===== src/rtl/gray_conv_arbiter.sv =====
// gray_conv_arbiter: round-robin shared binary-to-Gray converter with sweep mode
// and a single-entry backpressured output register.
module gray_conv_arbiter #(
   parameter int WIDTH = 4
) (
   input  logic             clk_in,
   input  logic             rst_in,
   input  logic             req0_valid_in,
   input  logic [WIDTH-1:0] req0_bin_in,
   output logic             req0_ready_out,
   input  logic             req1_valid_in,
   input  logic [WIDTH-1:0] req1_bin_in,
   output logic             req1_ready_out,
   input  logic             sweep_start_in,
   output logic             gray_valid_out,
   output logic [WIDTH-1:0] gray_out,
   output logic [1:0]       gray_src_out,
   input  logic             gray_ready_in,
   output logic             sweep_busy_out,
   output logic             sweep_done_out
);
   typedef enum logic {ARB, SWEEP} state_t;
   state_t state, state_nxt;
   logic [WIDTH-1:0] cnt;
   logic last_served, free, gnt0, gnt1, sweep_load, sweep_last;

   function automatic logic [WIDTH-1:0] to_gray(input logic [WIDTH-1:0] b);
      return b ^ (b >> 1);
   endfunction

   // last_served=1 means req1 went last, so req0 wins the next tie
   always_comb begin
      free = !gray_valid_out || gray_ready_in;
      gnt0 = req0_valid_in && (!req1_valid_in || last_served);
      gnt1 = req1_valid_in && (!req0_valid_in || !last_served);
      req0_ready_out = !rst_in && state == ARB && free && gnt0;
      req1_ready_out = !rst_in && state == ARB && free && gnt1;
      sweep_load = state == SWEEP && free;
      sweep_last = sweep_load && cnt == '1;
      state_nxt = state == ARB ? (sweep_start_in ? SWEEP : ARB) : (sweep_last ? ARB : SWEEP);
   end

   assign sweep_busy_out = state == SWEEP;

   always_ff @(posedge clk_in or posedge rst_in)
      if (rst_in) state <= ARB;
      else state <= state_nxt;

   always_ff @(posedge clk_in or posedge rst_in)
      if (rst_in) begin
         cnt <= '0;
         last_served <= 1'b1;
         gray_valid_out <= 1'b0;
         gray_out <= '0;
         gray_src_out <= 2'd0;
         sweep_done_out <= 1'b0;
      end else begin
         sweep_done_out <= sweep_last;
         if (state == ARB && sweep_start_in) cnt <= '0;
         else if (sweep_load) cnt <= cnt + 1'b1;
         if (req0_ready_out && req0_valid_in) begin
            gray_valid_out <= 1'b1;
            gray_out <= to_gray(req0_bin_in);
            gray_src_out <= 2'd0;
            last_served <= 1'b0;
         end else if (req1_ready_out && req1_valid_in) begin
            gray_valid_out <= 1'b1;
            gray_out <= to_gray(req1_bin_in);
            gray_src_out <= 2'd1;
            last_served <= 1'b1;
         end else if (sweep_load) begin
            gray_valid_out <= 1'b1;
            gray_out <= to_gray(cnt);
            gray_src_out <= 2'd2;
         end else if (free) gray_valid_out <= 1'b0;
      end
endmodule


===== config.mk =====
export PLATFORM = sky130hd
export DESIGN_NAME = gray_conv_arbiter
export DESIGN_NICKNAME = d
export VERILOG_FILES = /design/src/rtl/gray_conv_arbiter.sv
export SDC_FILE = /design/constraint.sdc
export NUM_CORES = 1
export LEC_CHECK = 0
export BUFFER_PORTS_ARGS = -buffer_cell sky130_fd_sc_hd__buf_2
export CELL_PAD_IN_SITES_DETAIL_PLACEMENT = 1
export CELL_PAD_IN_SITES_GLOBAL_PLACEMENT = 1
export CORE_MARGIN = 5
export CORE_UTILIZATION = 35
export CTS_BUF_LIST = sky130_fd_sc_hd__clkbuf_4
export CTS_CLUSTER_SIZE = 28
export DETAILED_ROUTE_END_ITERATION = 6
export HOLD_SLACK_MARGIN = 0.02
export PLACE_DENSITY = 0.79
export SLEW_MARGIN = 20
export SYNTH_ARGS = -nofsm -noshare
export SYNTH_HDL_FRONTEND = slang
export SYNTH_SLANG_ARGS = --single-unit

===== constraint.sdc =====
create_clock -name clk_in -period 1.25 [get_ports clk_in]
set_input_delay 0.0625 -clock clk_in [delete_from_list [all_inputs] [get_ports clk_in]]
set_output_delay 0.0625 -clock clk_in [all_outputs]
set_load 0.01 [all_outputs]

# Word-level counts from Yosys, hierarchy flattened
# Cells that the tools add are included.
# classes
n_addsub	1
muxes	17
n_eq_ne	1
bitwise_logic	4
n_reduce_logical	23
# ops
op	n
4-bit 2-to-1 mux	5
4-bit by 3-bit XOR with 4-bit output	3
1-bit logical AND	11
1-bit 2-to-1 mux	9
2-bit 2-to-1 mux	3
1-bit zero test	5
4-bit by 1-bit adder with 4-bit output, second input constant	1
4-bit == test, second input constant	1
2-bit nonzero test	2
4-bit nonzero test	1
1-bit logical OR	3
3-bit nonzero test	1
1-bit inverter	1
# word_totals
input_bits	14
output_inout_bits	11
regBits	14

# Depth between registers and ports, before layout
# Gate-level depths: netlist (run 1).
# logic_depth
depth_word	7
depth_mapped	5
mapped_depth_nobuf	4

# Worst setup path after synthesis (run 1)
# Ideal clock, no wire load.
# synth_path
kind	register to register
startpoint	reg gray_valid_out
endpoint	reg last_served
setup_ps	70
arrival_ps	1299
slack_ps	-119
t_required_ps	1180
stages_incl_launch_ff	6
synth_period_minus_slack_ps	1369
path_buffers	1
path_cell_list	dfrtp_1 nor2b_1 or3_1 buf_6 nor2b_4 o21bai_2
# synth_via
elab_chain_cells	6
# synth_rtl
element	line_no	rtl
start, declared	15	output logic gray_valid_out,
start signal, assigned	53	gray_valid_out <= 1'b0;
start signal, assigned	62	gray_valid_out <= 1'b1;
start signal, assigned	67	gray_valid_out <= 1'b1;
1-bit zero test	33	free = !gray_valid_out || gray_ready_in;
1-bit logical OR	33	
1-bit logical AND (2 in a row)	37	req1_ready_out = !rst_in && state == ARB && free && gnt1;
via req1_ready_out	13	output logic req1_ready_out,
1-bit logical AND	66	end else if (req1_ready_out && req1_valid_in) begin
2-bit nonzero test (no line)	-	
end signal, assigned	52	last_served <= 1'b1;
end signal, assigned	65	last_served <= 1'b0;
end signal, assigned	70	last_served <= 1'b1;
end, declared	25	logic last_served, free, gnt0, gnt1, sweep_load, sweep_last;
# The timed path passes the listed nets, and every way through them passes these cells.
# A chain may end at the register's enable or synchronous reset.

# Final worst setup path (run 1)
# layout_path
startpoint	reg gray_valid_out
endpoint	out req1_ready_out
# layout_via
elab_chain_cells	4
# layout_rtl
element	line_no
1-bit zero test	33
1-bit logical OR	33
1-bit logical AND (2 in a row)	37
end, declared	13
# No other way between the ends.

==> results of run 1 <==
cell families (layout without fill, tap and decap cells):
family          Yosys count  in the layout  synth area share [%]
xor+xnor                  7              7                  7.60
mux                       2              2                  2.64
fa+ha+maj                 3              3                  4.65
simple gates             27             28                  21.7
flops                    14             14                  43.6
compound gates           16             16                  15.2
buf+inv                   7             49                  4.65
critical path, cell delays in order (launching register included):
cell	delay [ns]
dfrtp_1	0.39
nor2b_4	0.14
or3_4	0.37
nor2b_4	0.14
buf_6	0.11
final timing paths:
check                                      from              end  slack, ns  cells after the start
worst max-delay path             gray_valid_out   req1_ready_out      -0.24                      4
worst min-delay path             sweep_start_in   sweep_busy_out       0.03                      3
worst max register to register   gray_valid_out      last_served      -0.22                      7
worst min register to register  gray_src_out[0]  gray_src_out[0]       0.50                      1
max in group asynchronous                rst_in   sweep_busy_out       0.44                      3
min in group asynchronous                rst_in      gray_out[3]       0.43                      3
cell usage after synthesis, types with 2 or more instances:
cell,instances,area share (%)
nand2b_1,2,1.6
or3_1,2,1.6
ha_1,3,4.7
a21oi_1,3,1.9
nor2_2,3,2.3
o22a_1,3,3.3
a32oi_1,4,4.3
inv_1,5,2.3
xor2_1,6,6.5
dfrtp_1,13,40
nor2_1,8,3.7
registers in the layout (all words and copies together) (netlist names):
register	count
gray_valid_out	1
sweep_busy_out	1
last_served	1
gray_out	4
gray_src_out	2
cnt	4
sweep_done_out	1
cells in the final DEF, fill, tap and decap left out, types with 2 or more instances in the layout:
master and count:
dfrtp_1 12, ha_1 3, nor2_1 7, xor2_1 6
buf_2 22, buf_6 6, inv_1 5, buf_4 11
clkbuf_4 4, nor2_2 4, a21oi_1 3, o22a_1 3
nor2b_4 2, a32oi_1 4
per-stage QoR:
stage	setup WS, ns	utilization [%]	hold slack [ns]	total power, mW
finish	-0.240	53.1	0.0316	1.75
global route	-0.283	53.1	0.0423	1.89
CTS	-0.276	51.1	0.0292	1.73
detailed placement	-0.151	45.4	0.180	1.38
global placement	-0.0999	45.4	0.163	1.36
floorplan	-0.0891	-	-0.0491	1.15
layer usage:
layer | global-route usage, % | up-vias
li1 | - | 356
met1 | 17.1 | 376
met2 | 23.7 | 14
met3 | 2.45 | 4
met4 | 6.62 | 0
met5 | 0 | -
layout make-up:
type,instances,area share (%)
Clock buffer,4,2.56
Inverter,5,1.60
Multi-Input combinational cell,56,39.8
Sequential cell,14,30.0
Tap cell,28,2.98
Timing Repair Buffer,40,23.0
timing repair:
| item | 4_1_cts | 5_1_grt |
|---|---|---|
| setup buffers | 6 | 2 |
| setup endpoints to repair | 9 | 14 |
| endpoints found under the hold margin | 13 | 0 |
| cloned | 0 | 1 |
| hold buffers | 1 | 0 |
| resized for setup | 10 | 7 |
| pin swaps | 3 | 8 |
report_power, final:
part / switching (mW) / internal (mW) / total [mW]
Clock: 0.149 / 0.145 / 0.294
Sequential: 0.106 / 0.611 / 0.717
Combinational: 0.366 / 0.376 / 0.742
Total: 0.620 / 1.13 / 1.75
==> run metrics, run 1 <==
Max Cap Violations 0; Worst Path Required 1.19 ns; layout cells sized above 1 53.8%; Cell Rows 17; Worst-path clk slew 0.09 ns; detailed placement HPWL 1.59 mm; CP startpoint kind flip-flop; DR vias 750; Post-Layout Cell Count 147; Final WS setup -0.240 ns; Final period util 119%; Fin Setup TNS -1.71 ns; Mapped Avg Cell Area 10.6 um^2; synthesis-stage register bit count 14; Met3 Wirelength 74 um; Leak 0.570 nW; final setup vio count 13; Post-synth EDFFs 0; Slew @ Worst Pin 0.532 ns; CP endpoint kind output port; largest net degree at the start of global routing 15; Pins Over Slew Limit 0; Main synth FF type dfrtp_1; first-pass GRT wire length 3.64 mm; sequential share of the synthesized area 43.6%; Cell Pwr Density 1490 mW/mm^2; I/O Buffers 24; clock sinks 14; Final GP Congestion 0.771; vias in the first global route 813; max_slew headroom 64.5%; synthesized cell area 807 um^2; WL per Instance 15.8 um; CTS H-tree lvls 1; Clock Skew 0.00129 ns; gr usage total 14.0%; I/O pin cnt 25; asr flop ratio synth 100%; worst setup path class reg -> out; Placed Cells 133; Yosys warning count 0; Hold Path Class in -> reg; Die X 58.0 um; number of vias per cell 5.10; die height 58.0 um; Hold Vio Cnt, Final 0; Max Buffers Root-to-Sink 2; area post-placement 0.00100 mm^2; grt ovf 0; Pre-Repair DR Iteration Count 4; initial antenna violation count 0; Synth Instances 76; Routed WL 2.33 mm; post-route ant nets 0; Reg area 353 um^2; Core Box Area 0.00221 mm^2; Initial Utilization 36.5%; RSZ-0062 raised after global routing yes; DRC viols 0; CTS Root Cell clkbuf_4; post-route cell area 0.00117 mm^2; worst-skew pair later-pin latency 0.28 ns; Distinct cells, synth 35; TritonCTS clock tree built; WP data arrival 1.43 ns; DRT iter0 DRCs 10; Max Used Layer met4; status finished, violations left; TritonCTS Buffers 3; fillcell total 266; DR WL met2 1.21 mm; Area Overhead vs Synth 45.6%; failing checks negative setup slack; M1 wire length 1.01 mm; Syn Nets 93; crit-path max FO 3; total die area 0.00337 mm^2; Layout Nets 137; multi-input logic area 468 um^2; fin crit period 1.49 ns; fmax 0.671 GHz; worst vdd ir 1150 uV; ant diodes 0
No activity file was read; power rests on OpenSTA's default activity.
==> inputs of run 2 (changes only) <==
--- a/config.mk
+++ b/config.mk
@@ -14,7 +14,7 @@
 export CTS_CLUSTER_SIZE = 28
 export DETAILED_ROUTE_END_ITERATION = 6
 export HOLD_SLACK_MARGIN = 0.02
-export PLACE_DENSITY = 0.79
+export PLACE_DENSITY = 0.82
 export SLEW_MARGIN = 20
 export SYNTH_ARGS = -nofsm -noshare
 export SYNTH_HDL_FRONTEND = slang
==> run 2 against run 1 <==
Against the previous run:
- highest routed layer unchanged
- clock skew increased by 0.0049 ns
- combinational power decreased by 1%
- the flow still finishes with violations (negative setup slack)
- largest cell class unchanged
- via count decreased by 4.7%
==> run metrics, run 2 (synthesized netlist as in run 1, its figures left out) <==
status finished, violations left (unchanged); failing checks negative setup slack (unchanged); Hold Vio Cnt, Final 0 (unchanged); Worst-path clk slew 0.09 ns (about the same); layout cells sized above 1 50.0% (was 53.8%); Max Cap Violations 0 (unchanged); final setup vio count 11 (was 13); Final period util 119% (about the same); I/O Buffers 24 (unchanged); Post-Layout Cell Count 148 (was 147); RSZ-0062 raised after global routing yes (unchanged); CP endpoint kind output port (unchanged); detailed placement HPWL 1.60 mm (was 1.59 mm); die height 58.0 um (unchanged); clock sinks 14 (unchanged); Slew @ Worst Pin 0.553 ns (was 0.532 ns); Pins Over Slew Limit 0 (unchanged); worst setup path class reg -> out (unchanged); DR vias 715 (was 750); Regs by FF count cnt x4, gray_out x4, gray_src_out x2 (unchanged); initial antenna violation count 0 (unchanged); post-route cell area 0.00117 mm^2 (about the same); Layout Nets 138 (was 137); Leak 0.575 nW (was 0.570 nW); post-route ant nets 0 (unchanged); DRT iter0 DRCs 18 (was 10); commonest non-fill, non-tap cell in the layout buf_2 (unchanged); worst vdd ir 801 uV (was 1150 uV); Area Overhead vs Synth 45.4% (was 45.6%); WP data arrival 1.42 ns (was 1.43 ns); I/O pin cnt 25 (unchanged); Routed WL 2.14 mm (was 2.33 mm); area post-placement 997 um^2 (was 0.00100 mm^2); vias in the first global route 759 (was 813); fillcell total 250 (was 266); Max Buffers Root-to-Sink 2 (unchanged); max_slew headroom 63.1% (was 64.5%); Clock Skew 0.00617 ns (was 0.00129 ns); Core Box Area 0.00221 mm^2 (unchanged); Final WS setup -0.237 ns (was -0.240 ns); total die area 0.00337 mm^2 (unchanged); fmax 0.672 GHz (was 0.671 GHz); DRC viols 0 (unchanged); Worst Path Required 1.19 ns (about the same); WL per Instance 14.5 um (was 15.8 um); Hold Path Class in -> reg (unchanged); TritonCTS Buffers 3 (unchanged); most frequent cells in the layout buf_2, dfrtp_1, buf_4, nor2_1, buf_6 (was buf_2, dfrtp_1, buf_4, nor2_1); Final GP Congestion 0.717 (was 0.771); Placed Cells 132 (was 133); crit-path max FO 4 (was 3); CTS H-tree lvls 1 (unchanged); Die X 58.0 um (unchanged); ant diodes 0 (unchanged); Initial Utilization 36.5% (unchanged); fin crit period 1.49 ns (about the same); Cell Rows 17 (unchanged); Pre-Repair DR Iteration Count 2 (was 4); CP startpoint kind flip-flop (unchanged); first-pass GRT wire length 3.56 mm (was 3.64 mm); number of vias per cell 4.83 (was 5.10); CTS Root Cell clkbuf_4 (unchanged); TritonCTS clock tree built (unchanged); largest net degree at the start of global routing 15 (unchanged); gr usage total 14.1% (was 14.0%); worst-skew pair later-pin latency 0.29 ns (was 0.28 ns); grt ovf 0 (unchanged); Cell Pwr Density 1480 mW/mm^2 (was 1490 mW/mm^2)
run 2: path summary, 6_finish.rpt:
kind	depth (start not counted)	from	slack (ns)	to
max	4	gray_valid_out	-0.24	req1_ready_out
min	4	req1_bin_in[0]	0.20	gray_out[0]
max reg2reg	6	gray_valid_out	-0.14	gray_out[3]
min reg2reg	2	last_served	0.50	last_served
max in group asynchronous	3	rst_in	0.47	sweep_busy_out
min in group asynchronous	3	rst_in	0.39	cnt[3]
run 2: repair_timing:
item                       CTS  global route
hold endpoints to repair    14             0
setup endpoints to repair   12            12
gates resized for setup     10             5
hold buffers                 2             0
pin swaps                    2             3
setup buffers                7             3
run 2: layout make-up:
| cell class | instances | area [um^2] | area share, % |
|---|---|---|---|
| multi-input cells | 55 | 449 | 38.3 |
| flip-flops and latches | 14 | 353 | 30.1 |
| repair buffers | 42 | 292 | 24.8 |
| well taps | 28 | 35.0 | 2.99 |
| clock buffers | 3 | 22.5 | 1.92 |
| inverters | 5 | 18.8 | 1.60 |
| clock inverters | 1 | 3.75 | 0.320 |
run 2: worst max-delay path, stage by stage, from the launching register on:
cell and delay, ns:
dfrtp_1 0.39, nor2b_4 0.13, or3_4 0.37, nor2b_4 0.14
buf_6 0.11
run 2: power breakdown:
group | internal [mW] | switching [mW] | total (mW) | leakage, nW
clock | 0.116 | 0.164 | 0.280 | 0.0154
sequential | 0.612 | 0.112 | 0.723 | 0.159
combinational | 0.376 | 0.358 | 0.734 | 0.400
run 2: stage by stage:
step                power [mW]  setup slack (ns)  utilization, %  hold WS [ns]  setup TNS (ns)
floorplan                 1.15           -0.0891               -       -0.0491          -0.139
global placement          1.37           -0.0876            45.1         0.167          -0.545
detailed placement        1.40            -0.145            45.1         0.181           -1.11
CTS                       1.73            -0.293            51.4         0.197           -1.26
global route              1.89            -0.323            53.1         0.210           -2.02
finish                    1.74            -0.237            53.1         0.201           -1.19
run 2: metal layers:
layer / share of wire (%) / global-route usage (%) / up-vias
li1: - / - / 356
met1: 45 / 17.4 / 338
met2: 47 / 21.8 / 16
met3: 4.9 / 4.45 / 5
met4: 2.7 / 7.95 / 0
met5: 0 / 0 / -
==> inputs of run 3 (changes only) <==
--- a/config.mk
+++ b/config.mk
@@ -6,6 +6,7 @@
 export NUM_CORES = 1
 export LEC_CHECK = 0
 export BUFFER_PORTS_ARGS = -buffer_cell sky130_fd_sc_hd__buf_2
+export CAP_MARGIN = 40
 export CELL_PAD_IN_SITES_DETAIL_PLACEMENT = 1
 export CELL_PAD_IN_SITES_GLOBAL_PLACEMENT = 1
 export CORE_MARGIN = 5
@@ -14,7 +15,8 @@
 export CTS_CLUSTER_SIZE = 28
 export DETAILED_ROUTE_END_ITERATION = 6
 export HOLD_SLACK_MARGIN = 0.02
-export PLACE_DENSITY = 0.82
+export MAX_ROUTING_LAYER = met4
+export PLACE_DENSITY = 0.79
 export SLEW_MARGIN = 20
 export SYNTH_ARGS = -nofsm -noshare
 export SYNTH_HDL_FRONTEND = slang
==> constraint.sdc (replaced) <==
create_clock -name clk_in -period 1.6 [get_ports clk_in]
set_input_delay 0.08 -clock clk_in [delete_from_list [all_inputs] [get_ports clk_in]]
set_output_delay 0.08 -clock clk_in [all_outputs]
set_load 0.01 [all_outputs]
==> run 3 against run 2 <==
Against the previous run:
- the flow now finishes without violations
- non-clock buffer count decreased by 15
- sequential share of layout area increased by 4.5 points
- flip-flop and latch count unchanged
- critical endpoint unchanged
- clock skew decreased by 0.0014 ns
- register-to-register slack improved by 0.27 ns
- clock power decreased by 26%
- final area decreased by 13%
- via count decreased by 6.4%
- routed wire length decreased by 3.0%
- largest cell class unchanged
- largest power group is now registers
- worst hold slack got worse by 0.14 ns
- highest routed layer is now met3
==> run metrics, run 3 (synthesized netlist as in run 1, its figures left out) <==
I/O Buffers 24 (unchanged); Post-Layout Cell Count 133 (was 148); Worst-path clk slew 0.09 ns (about the same); initial antenna violation count 0 (unchanged); Hold Path Class in -> reg (unchanged); largest net degree at the start of global routing 15 (unchanged); Regs by FF count cnt x4, gray_out x4, gray_src_out x2 (unchanged); I/O pin cnt 25 (unchanged); worst-skew pair later-pin latency 0.27 ns (was 0.29 ns); Pins Over Slew Limit 0 (unchanged); CP peak stage delay 0.41 ns (was 0.39 ns); Final period util 97.8%; most used cell, CP nor2b_4 (unchanged); Core Box Area 0.00221 mm^2 (unchanged); WL per Instance 15.6 um (was 14.5 um); Routed WL 2.08 mm (was 2.14 mm); CP max stage cell or3_4 (was dfrtp_1); worst vdd ir 591 uV (was 801 uV); CTS Root Cell clkbuf_4 (unchanged); DRT iter0 DRCs 12 (was 18); Hold Vio Cnt, Final 0 (unchanged); total die area 0.00337 mm^2 (unchanged); Clock Skew 0.00479 ns (was 0.00617 ns); Slew @ Worst Pin 0.542 ns (was 0.553 ns); multi-input logic area 432 um^2 (was 449 um^2); TritonCTS clock tree built (unchanged); Place WS 0.142 ns (was -0.145 ns); Layout Nets 123 (was 138); commonest non-fill, non-tap cell in the layout buf_2 (unchanged); ant diodes 0 (unchanged); Die X 58.0 um (unchanged); post-route cell area 0.00102 mm^2 (was 0.00117 mm^2); layout cells sized above 1 40.0% (was 50.0%); Reg area 353 um^2 (unchanged); Cell Chain, Critical Path nor2b_4 -> or3_4 -> nor2b_4 -> buf_6 (unchanged); Final WS setup 0.0345 ns (was -0.237 ns); Leak 0.486 nW (was 0.575 nW); die height 58.0 um (unchanged); first-pass GRT wire length 3.49 mm (was 3.56 mm); DR vias 669 (was 715); Cell Pwr Density 1250 mW/mm^2 (was 1480 mW/mm^2); final setup vio count 0 (was 11); post-route ant nets 0 (unchanged); Pre-Repair DR Iteration Count 4 (was 2); most frequent cells in the layout buf_2, dfrtp_1, nor2_1, xor2_1, inv_1 (was buf_2, dfrtp_1, buf_4, nor2_1, buf_6); DRC viols 0 (unchanged); max_slew headroom 63.8% (was 63.1%); Cell Rows 17 (unchanged); fmax 0.639 GHz; Initial Utilization 36.5% (unchanged); clock sinks 14 (unchanged); total power 1.28 mW (was 1.74 mW); CP startpoint kind flip-flop (unchanged); Placed Cells 126 (was 132); fillcell total 281 (was 250); Hold Slack 0.0563 ns (was 0.201 ns); area post-placement 943 um^2 (was 997 um^2); number of vias per cell 5.03 (was 4.83); grt ovf 0 (unchanged); TritonCTS Buffers 3 (unchanged); gr usage total 13.9% (was 14.1%); worst setup path class reg -> out (unchanged); fin crit period 1.57 ns; status complete, no violations (was finished, violations left); vias in the first global route 760 (was 759); WP data arrival 1.49 ns (was 1.42 ns); crit-path max FO 3 (was 4); utilization after layout 46.2% (was 53.1%); CTS H-tree lvls 1 (unchanged); Worst Path Required 1.52 ns (was 1.19 ns); detailed placement HPWL 1.62 mm (was 1.60 mm); Fin Setup TNS 0 ns (was -1.19 ns); CP endpoint kind output port (unchanged); Area Overhead vs Synth 26.7% (was 45.4%); Max Cap Violations 0 (unchanged); Max Buffers Root-to-Sink 2 (unchanged); Final GP Congestion 0.773 (was 0.717)
run 3: cell type report:
| type | instances | area share [%] |
|---|---|---|
| Clock buffer | 3 | 2.20 |
| Clock inverter | 1 | 0.367 |
| Inverter | 5 | 1.84 |
| Multi-Input combinational cell | 55 | 42.2 |
| Sequential cell | 14 | 34.5 |
| Tap cell | 28 | 3.43 |
| Timing Repair Buffer | 27 | 15.4 |
run 3: timing repair:
item,CTS,global route
pin swaps,2,0
endpoints found under the setup margin,2,4
hold buffers,1,0
gates resized for setup,5,2
buffers inserted,2,0
endpoints found under the hold margin,13,0
cloned,0,0
run 3: worst paths after layout:
kind / depth (start not counted) / from / endpoint / slack (ns)
worst max-delay path: 4 / gray_valid_out / req1_ready_out / 0.03
worst min-delay path: 3 / sweep_start_in / sweep_busy_out / 0.06
worst max register to register: 5 / gray_valid_out / gray_out[2] / 0.13
worst min register to register: 1 / gray_src_out[0] / gray_src_out[0] / 0.49
max in group asynchronous: 3 / rst_in / sweep_busy_out / 0.76
min in group asynchronous: 3 / rst_in / gray_out[2] / 0.44
run 3: critical path: cells and delay by family, from the launching register on:
| kind | cells | cell delay (ns) |
|---|---|---|
| and+or+nand+nor | 3 | 0.71 |
| DFF | 1 | 0.40 |
| buffers and inverters | 1 | 0.11 |
run 3: where the power goes:
group,internal (mW),switching [mW],total (mW)
combinational,0.244,0.260,0.505
sequential,0.477,0.0854,0.563
clock,0.0902,0.118,0.208
total,0.812,0.464,1.28
run 3: layer usage:
metal,vias to the layer above,part of all wire (%),GRT usage (%)
met1,333,44,16.6
met4,0,0,1.99
met3,0,3.9,2.45
li1,323,-,-
met5,-,0,-
met2,13,52,24.7
